## src/rtl/tl45_isa_pkg.sv

```systemverilog
// TL45 ISA definitions shared by decode and later stages: opcodes, instruction
// field positions, FSM state encoding, the decode-buffer record and the legal-opcode check.
package tl45_isa_pkg;

  typedef enum logic [4:0] {
    OP_NOP  = 5'd0,
    OP_ADD  = 5'd1,
    OP_SUB  = 5'd2,
    OP_MUL  = 5'd3,
    OP_DIV  = 5'd4,
    OP_AND  = 5'd5,
    OP_OR   = 5'd6,
    OP_XOR  = 5'd7,
    OP_SHL  = 5'd8,
    OP_SHR  = 5'd9,
    OP_JMP  = 5'd12,
    OP_CALL = 5'd13,
    OP_LD   = 5'd14,
    OP_ST   = 5'd15
  } opcode_e;

  localparam int OPC_HI       = 31;
  localparam int OPC_LO       = 27;
  localparam int IMM_FLAG_BIT = 26;
  localparam int HI_SHIFT_BIT = 25;
  localparam int SEXT_BIT     = 24;
  localparam int DR_HI        = 23;
  localparam int DR_LO        = 20;
  localparam int SR1_HI       = 19;
  localparam int SR1_LO       = 16;
  localparam int SR2_HI       = 15;
  localparam int SR2_LO       = 12;
  localparam int IMM16_HI     = 15;
  localparam int IMM16_LO     = 0;

  localparam logic [3:0] COND_ALWAYS = 4'hF;

  typedef enum logic {
    S_RUN  = 1'b0,
    S_HALT = 1'b1
  } dec_state_e;

  typedef struct packed {
    logic [31:0] pc;
    logic [4:0]  opcode;
    logic [3:0]  dr;
    logic [3:0]  sr1;
    logic [3:0]  sr2;
    logic [31:0] imm;
    logic        imm_valid;
  } dec_buf_t;

  // Opcodes 10, 11 and 16..31 are unassigned.
  function automatic logic is_legal_op(input logic [4:0] op);
    return (op <= 5'd9) || (op[4:2] == 3'b011);
  endfunction

endpackage

```

## src/rtl/tl45_decode_if.sv

```systemverilog
// Fetch <-> decode link: the fetch buffer flowing in, and the stall/flush/PC-override
// controls flowing back. Levels only; no handshake beyond the stall.
interface tl45_decode_if;
  logic [31:0] i_buf_pc;
  logic [31:0] i_buf_inst;
  logic        o_fetch_stall;
  logic        o_fetch_flush;
  logic        o_fetch_new_pc;
  logic [31:0] o_fetch_pc;

  modport master (
    output i_buf_pc, i_buf_inst,
    input  o_fetch_stall, o_fetch_flush, o_fetch_new_pc, o_fetch_pc
  );

  modport slave (
    input  i_buf_pc, i_buf_inst,
    output o_fetch_stall, o_fetch_flush, o_fetch_new_pc, o_fetch_pc
  );
endinterface

```

## src/rtl/tl45_imm_ext.sv

```systemverilog
// Combinational immediate extender: high-shift, sign-extend or zero-extend of imm16.
module tl45_imm_ext (
  input  logic [15:0] imm16_i,
  input  logic        hi_shift_i,
  input  logic        sext_i,
  output logic [31:0] imm_o
);
  always_comb begin
    if (hi_shift_i) begin
      imm_o = {imm16_i, 16'h0000};
    end else if (sext_i) begin
      imm_o = {{16{imm16_i[15]}}, imm16_i};
    end else begin
      imm_o = {16'h0000, imm16_i};
    end
  end
endmodule

```

## src/rtl/tl45_decode.sv

```systemverilog
// TL45 decode stage: registers decoded fields, redirects fetch on absolute jumps and
// halts on illegal opcodes. TL45_DECODE_PERF_EN adds instruction/redirect counters.
module tl45_decode
  import tl45_isa_pkg::*;
#(
  parameter logic [31:0] RESET_PC = 32'h0
) (
  input  logic        i_clk,
  input  logic        i_reset,
  input  logic        i_pipe_stall,
  input  logic        i_pipe_flush,
  input  logic        i_new_pc,
  input  logic [31:0] i_pc,
  tl45_decode_if.slave fetch,
  output logic [31:0] o_buf_pc,
  output logic [4:0]  o_buf_opcode,
  output logic [3:0]  o_buf_dr,
  output logic [3:0]  o_buf_sr1,
  output logic [3:0]  o_buf_sr2,
  output logic [31:0] o_buf_imm,
  output logic        o_buf_imm_valid,
  output logic        o_halted
`ifdef TL45_DECODE_PERF_EN
  ,
  output logic [31:0] o_perf_inst_cnt,
  output logic [31:0] o_perf_redir_cnt
`endif
);

  localparam dec_buf_t BUF_RESET = '{pc: RESET_PC, default: '0};

  dec_state_e  state_q, state_d;
  dec_buf_t    buf_q, buf_d, dec;
  logic [31:0] inst;
  logic [15:0] imm16;
  logic [31:0] imm_ext;
  logic        imm_flag;
  logic        halted;
  logic        jmp_abs;
  logic        redirect;
  logic        latch_en;

  assign inst     = fetch.i_buf_inst;
  assign imm16    = inst[IMM16_HI:IMM16_LO];
  assign imm_flag = inst[IMM_FLAG_BIT];

  tl45_imm_ext u_imm_ext (
    .imm16_i   (imm16),
    .hi_shift_i(inst[HI_SHIFT_BIT]),
    .sext_i    (inst[SEXT_BIT]),
    .imm_o     (imm_ext)
  );

  always_comb begin
    dec.pc        = fetch.i_buf_pc;
    dec.opcode    = inst[OPC_HI:OPC_LO];
    dec.dr        = inst[DR_HI:DR_LO];
    dec.sr1       = inst[SR1_HI:SR1_LO];
    dec.sr2       = imm_flag ? 4'h0 : inst[SR2_HI:SR2_LO];
    dec.imm       = imm_ext;
    dec.imm_valid = imm_flag;
  end

  assign halted   = (state_q == S_HALT);
  assign jmp_abs  = (dec.opcode == OP_JMP) && (dec.dr == COND_ALWAYS) &&
                    (dec.sr1 == 4'h0) && imm_flag;
  assign redirect = !halted && !i_pipe_stall && !i_pipe_flush && jmp_abs;

  // Flush beats everything (including a same-cycle illegal opcode); stall/HALT hold.
  always_comb begin
    state_d  = state_q;
    buf_d    = buf_q;
    latch_en = 1'b0;
    if (i_pipe_flush) begin
      state_d = S_RUN;
      buf_d   = BUF_RESET;
    end else if (!i_pipe_stall && !halted) begin
      latch_en = 1'b1;
      if (redirect) begin
        buf_d    = '0;
        buf_d.pc = fetch.i_buf_pc;
      end else begin
        buf_d = dec;
        if (!is_legal_op(dec.opcode)) begin
          state_d = S_HALT;
        end
      end
    end
  end

  always_ff @(posedge i_clk or posedge i_reset) begin
    if (i_reset) begin
      state_q <= S_RUN;
      buf_q   <= BUF_RESET;
    end else begin
      state_q <= state_d;
      buf_q   <= buf_d;
    end
  end

  // A downstream override always takes the PC mux over the early jump target.
  assign fetch.o_fetch_stall  = i_pipe_stall | halted;
  assign fetch.o_fetch_flush  = i_pipe_flush | redirect;
  assign fetch.o_fetch_new_pc = i_new_pc | redirect;
  assign fetch.o_fetch_pc     = i_new_pc ? i_pc : {{14{imm16[15]}}, imm16, 2'b00};

  assign o_buf_pc        = buf_q.pc;
  assign o_buf_opcode    = buf_q.opcode;
  assign o_buf_dr        = buf_q.dr;
  assign o_buf_sr1       = buf_q.sr1;
  assign o_buf_sr2       = buf_q.sr2;
  assign o_buf_imm       = buf_q.imm;
  assign o_buf_imm_valid = buf_q.imm_valid;
  assign o_halted        = halted;

`ifdef TL45_DECODE_PERF_EN
  logic [31:0] inst_cnt_q;
  logic [31:0] redir_cnt_q;

  always_ff @(posedge i_clk or posedge i_reset) begin
    if (i_reset) begin
      inst_cnt_q  <= 32'h0;
      redir_cnt_q <= 32'h0;
    end else begin
      if (latch_en && !redirect && (inst != 32'h0)) begin
        inst_cnt_q <= inst_cnt_q + 32'd1;
      end
      if (redirect) begin
        redir_cnt_q <= redir_cnt_q + 32'd1;
      end
    end
  end

  assign o_perf_inst_cnt  = inst_cnt_q;
  assign o_perf_redir_cnt = redir_cnt_q;
`endif

endmodule
```

## src/flat_wrapper.sv

```systemverilog
// flat-port wrapper written by rule: the top's interface ports become plain ports
module tl45_decode_flat import tl45_isa_pkg::*;
#(
  parameter logic [31:0] RESET_PC = 32'h0
)
  (i_clk, i_reset, i_pipe_stall, i_pipe_flush, i_new_pc, i_pc, o_buf_pc, o_buf_opcode, o_buf_dr, o_buf_sr1, o_buf_sr2, o_buf_imm, o_buf_imm_valid, o_halted, fetch_i_buf_pc, fetch_i_buf_inst, fetch_o_fetch_stall, fetch_o_fetch_flush, fetch_o_fetch_new_pc, fetch_o_fetch_pc);
  tl45_decode_if fetch_i ();
  input  logic i_clk;
  input  logic i_reset;
  input  logic i_pipe_stall;
  input  logic i_pipe_flush;
  input  logic i_new_pc;
  input  logic [31:0] i_pc;
  output logic [31:0] o_buf_pc;
  output logic [4:0] o_buf_opcode;
  output logic [3:0] o_buf_dr;
  output logic [3:0] o_buf_sr1;
  output logic [3:0] o_buf_sr2;
  output logic [31:0] o_buf_imm;
  output logic o_buf_imm_valid;
  output logic o_halted;
  input wire logic [$bits(fetch_i.i_buf_pc)-1:0] fetch_i_buf_pc;
  input wire logic [$bits(fetch_i.i_buf_inst)-1:0] fetch_i_buf_inst;
  output wire logic [$bits(fetch_i.o_fetch_stall)-1:0] fetch_o_fetch_stall;
  output wire logic [$bits(fetch_i.o_fetch_flush)-1:0] fetch_o_fetch_flush;
  output wire logic [$bits(fetch_i.o_fetch_new_pc)-1:0] fetch_o_fetch_new_pc;
  output wire logic [$bits(fetch_i.o_fetch_pc)-1:0] fetch_o_fetch_pc;
  assign fetch_i.i_buf_pc = fetch_i_buf_pc;
  assign fetch_i.i_buf_inst = fetch_i_buf_inst;
  assign fetch_o_fetch_stall = fetch_i.o_fetch_stall;
  assign fetch_o_fetch_flush = fetch_i.o_fetch_flush;
  assign fetch_o_fetch_new_pc = fetch_i.o_fetch_new_pc;
  assign fetch_o_fetch_pc = fetch_i.o_fetch_pc;
  tl45_decode #(.RESET_PC(RESET_PC)) u_core (.i_clk(i_clk), .i_reset(i_reset), .i_pipe_stall(i_pipe_stall), .i_pipe_flush(i_pipe_flush), .i_new_pc(i_new_pc), .i_pc(i_pc), .fetch(fetch_i), .o_buf_pc(o_buf_pc), .o_buf_opcode(o_buf_opcode), .o_buf_dr(o_buf_dr), .o_buf_sr1(o_buf_sr1), .o_buf_sr2(o_buf_sr2), .o_buf_imm(o_buf_imm), .o_buf_imm_valid(o_buf_imm_valid), .o_halted(o_halted));
endmodule
```

## config.mk

```make
export PLATFORM = sky130hd
export DESIGN_NAME = tl45_decode_flat
export DESIGN_NICKNAME = d
export VERILOG_FILES = /design/src/rtl/tl45_isa_pkg.sv /design/src/rtl/tl45_decode_if.sv /design/src/rtl/tl45_imm_ext.sv /design/src/rtl/tl45_decode.sv /design/src/flat_wrapper.sv
export SDC_FILE = /design/constraint.sdc
export NUM_CORES = 1
export LEC_CHECK = 0
export CORE_UTILIZATION = 30
export CTS_BUF_LIST = sky130_fd_sc_hd__clkbuf_16
export CTS_CLUSTER_DIAMETER = 30
export DETAILED_ROUTE_END_ITERATION = 16
export HOLD_SLACK_MARGIN = 0.1
export MAX_ROUTING_LAYER = met4
export PLACE_DENSITY = 0.68
export SYNTH_ARGS = -nofsm -noshare
export SYNTH_HDL_FRONTEND = slang
export SYNTH_SLANG_ARGS = --single-unit
```

## constraint.sdc

```tcl
create_clock -name i_clk -period 2.7 [get_ports i_clk]
set_input_delay 0.54 -clock i_clk [delete_from_list [all_inputs] [get_ports i_clk]]
set_output_delay 0.54 -clock i_clk [all_outputs]
set_load 0.1 [all_outputs]
```

==> impl_metrics.json <==
{
  "postLayoutCoreUtil_pct": 54.78,
  "critPathMaxStageDelay_ns": 0.48,
  "relSlewSlack_pct": 60.17,
  "n_antenna_cell": 0,
  "seq_area_frac_synth_pct": 54.11,
  "crit_chain": "clkdlybuf4s50_1 > or4b_4 > nor4_4 > buf_4 > a21o_4 > buf_12",
  "portBuffers": 218,
  "setup_viol": 0,
  "synth.distinct_cells": 27,
  "power_frac_seq_pct": 31.7,
  "p_per_area_nw_per_um2": 632.6,
  "synth_edf_count": 0,
  "wl_met2_mm": 6.771,
  "worstSetupPathType": "primary input to output pin",
  "grt_max_degree": 52,
  "top_layer": "met4",
  "pre_cts_ws_ns": -0.1131,
  "drive_gt1_share_pct": 26.82,
  "antenna_found_initial": 0,
  "cts_tree": "done",
  "syn_inst": 430,
  "critPathCaptureType": "output pin",
  "core_area_um2": 12260,
  "critPathTopFamily": "buffers and inverters",
  "hpwl_mm": 10.11,
  "wl_met3_um": 879,
  "drt_pre_antenna_iters": 5,
  "ys_warn_count": 0,
  "fin_nets": 742,
  "cts_max_path_buffers": 2,
  "syn_avg_cell_area_um2": 8.927,
  "drc_errors": 0,
  "fillers": 1087,
  "clk_pin_slew_ns": 0.06,
  "swShare_pct": 37.53,
  "gp_congestion": 0.8028,
  "endpoint": "fetch_o_fetch_flush",
  "design.die.area_um2": 13250,
  "clock_latency_ns": 0.33,
  "worst_pin_slew_ns": 0.5968,
  "wl_per_cell_um": 16.75,
  "cts_root_buffer": "clkbuf_16",
  "skew_ns": 0.007917,
  "reg2reg_depth": 2,
  "max_freq_ghz": 0.3782,
  "num_rows": 40,
  "min_from": "u_core.o_buf_imm[8]",
  "overflow": 0,
  "intPower_w": 0.002654,
  "drv_slew": 0,
  "status": "finished clean",
  "maxCapViolations": 0,
  "vdd_ir_drop_max_v": 0.0003535,
  "finalCriticalPeriod_ns": 2.644,
  "fin_crit_sh_pct": 97.94,
  "initial_utilization_pct": 31.31,
  "p_switching_w": 0.001595,
  "crit_buf_inv": 3,
  "hp-class": "register to register",
  "die_w_um": 115.1,
  "vias": 3895,
  "postRouteAntennaNets": 0,
  "grt_usage_pct": 21.39,
  "rsz0062_at_grt": "no",
  "synthArstFlopShare_pct": 100.0,
  "rr_endpoint": "u_core.o_buf_imm[26]",
  "p_leak_nw": 3.098,
  "synth-seq-cells": 83,
  "path_max_fanout": 3,
  "rr_startpoint": "u_core.o_halted",
  "area_growth_pct": 74.97,
  "hold_ws_ns": 0.4826,
  "grt_pass1_wl_mm": 21.00,
  "htreeDepth": 3,
  "routed_wl_mm": 13.62,
  "drt_iter0_drc": 396,
  "synth_nets": 531,
  "hold_viol_final": 0,
  "clock_power_share_pct": 32.2,
  "cts_made_buffers": 9,
  "setup_slack_ns": 0.05562,
  "critPathLaunchType": "primary input",
  "r2r_slack_ns": 1.11,
  "clock-sinks": 83,
  "synth_area_um2": 3839,
  "setup.worst_path.start": "fetch_i_buf_inst[26]",
  "worstSetupPathDepth": 6,
  "critical-path-slowest-cell": "or4b_4",
  "via_per_inst": 4.791,
  "power.total_w": 0.004249,
  "die_h_um": 115.1,
  "ys.flop_type": "dfrtp_1",
  "pin_count": 219,
  "pwr-share-comb_pct": 36.0,
  "worstPathRequired_ns": 2.16,
  "grt_pass1_vias": 3903,
  "cp.arrival_ns": 2.10,
  "wl_met1_mm": 5.714
}
-- per-layer routing --
| layer | vias to the layer above | track usage [%] |
|---|---|---|
| met2 | 157 | 35.14 |
| met4 | 0 | 6.407 |
| met3 | 12 | 4.006 |
| li1 | 1850 | - |
| met5 | - | - |
| met1 | 1876 | 26.75 |
-- layout by cell type, fill, tap and decap left out, types with 3 or more instances in the layout --
cell type,synthesis,final
bufinv_16,0,3
o21ai_0,14,14
clkbuf_16,0,9
o31ai_1,15,15
nand2_1,159,159
dlygate4sd2_1,0,6
o21ai_1,10,10
buf_12,0,37
nand3b_1,20,20
clkdlybuf4s50_1,0,93
buf_4,0,98
mux2_2,15,15
a21oi_1,59,59
dfrtp_1,83,83
-- metrics by stage --
stage / instances / TNS (ns) / cell area [um2]
6_report: 813 / 0 / 6716
5_1_grt: 813 / 0 / 6716
4_1_cts: 813 / 0 / 6716
3_5_place_dp: 797 / -0.2250 / 6369
3_3_place_gp: 797 / -0.2628 / 6369
2_1_floorplan: 430 / 0 / 3847
-- timing repair --
| item | in CTS | in global routing |
|---|---|---|
| hold endpoints to repair | 0 | 0 |
| gates resized for setup | 9 | 0 |
| buffers inserted | 1 | 0 |
| hold buffers | 0 | 0 |
| endpoints found under the setup margin | 2 | 0 |
-- worst register-to-register path: cells and delay by family, from the launching register on --
family | cells | cell delay, ns
and+or+nand+nor | 1 | 0.65
DFF | 1 | 0.49
AOI/OAI and AO/OA | 1 | 0.35
-- synthesized netlist by cell type, types with 2 or more instances --
cell type | n | area (um2)
a21o_1 | 2 | 15.01
buf_1 | 2 | 7.510
and3b_1 | 2 | 17.52
o21ai_1 | 10 | 50.05
and2_1 | 2 | 12.51
o21ai_0 | 14 | 70.07
o31ai_1 | 15 | 112.6
mux2_2 | 15 | 168.9
a21oi_1 | 59 | 295.3
nand2_1 | 159 | 596.8
inv_1 | 2 | 7.510
buf_6 | 4 | 45.04
clkbuf_1 | 29 | 108.9
nand3b_1 | 20 | 150.1
dfrtp_1 | 83 | 2077
-- cell type report --
type | count | area, um2 | area share (%)
repair buffers | 235 | 2465 | 36.70
inverters | 3 | 12.51 | 0.1863
clock buffers | 9 | 225.2 | 3.353
multi-input cells | 309 | 1620 | 24.12
clock inverters | 6 | 106.4 | 1.583
well taps | 168 | 210.2 | 3.130
flip-flops and latches | 83 | 2077 | 30.92
-- power groups by stage --
stage          Clock (W)  Combinational (W)  Sequential, W
3_5_place_dp           0            0.00154        0.00137
6_report         0.00137            0.00153        0.00135
2_1_floorplan          0           0.000502        0.00185
4_1_cts          0.00140            0.00154        0.00135
3_3_place_gp           0            0.00152        0.00137
5_1_grt          0.00145            0.00158        0.00136
-- logic make-up (layout without fill, tap and decap cells) --
logic type             count (synthesis)  count (layout)  share of synthesized area [%]
AND/OR/NAND/NOR                      191             191                          22.20
AO/OA/AOI/OAI                        103             103                          14.80
flip-flops                            83              83                          54.11
buffers and inverters                 38             253                          4.498
multiplexers                          15              15                          4.400
-- state kept, by name, summed over array words and instances, names as in the netlist --
signal,flops
u_core.o_buf_pc,32
u_core.o_buf_sr2,4
u_core.o_buf_imm,32
u_core.o_buf_dr,4
u_core.o_buf_opcode,5
u_core.o_buf_imm_valid,1
u_core.o_halted,1
u_core.o_buf_sr1,4
-- worst min path at each step --
stage | to | depth (start not counted)
2_1_floorplan | u_core.o_buf_dr[0] | 2
3_3_place_gp | u_core.o_buf_imm[22] | 2
3_5_place_dp | u_core.o_buf_imm[28] | 2
4_1_cts | u_core.o_buf_imm[21] | 2
5_1_grt | u_core.o_buf_imm[16] | 2
6_report | u_core.o_buf_imm[8] | 2
No activity file was read; power rests on OpenSTA's default activity.
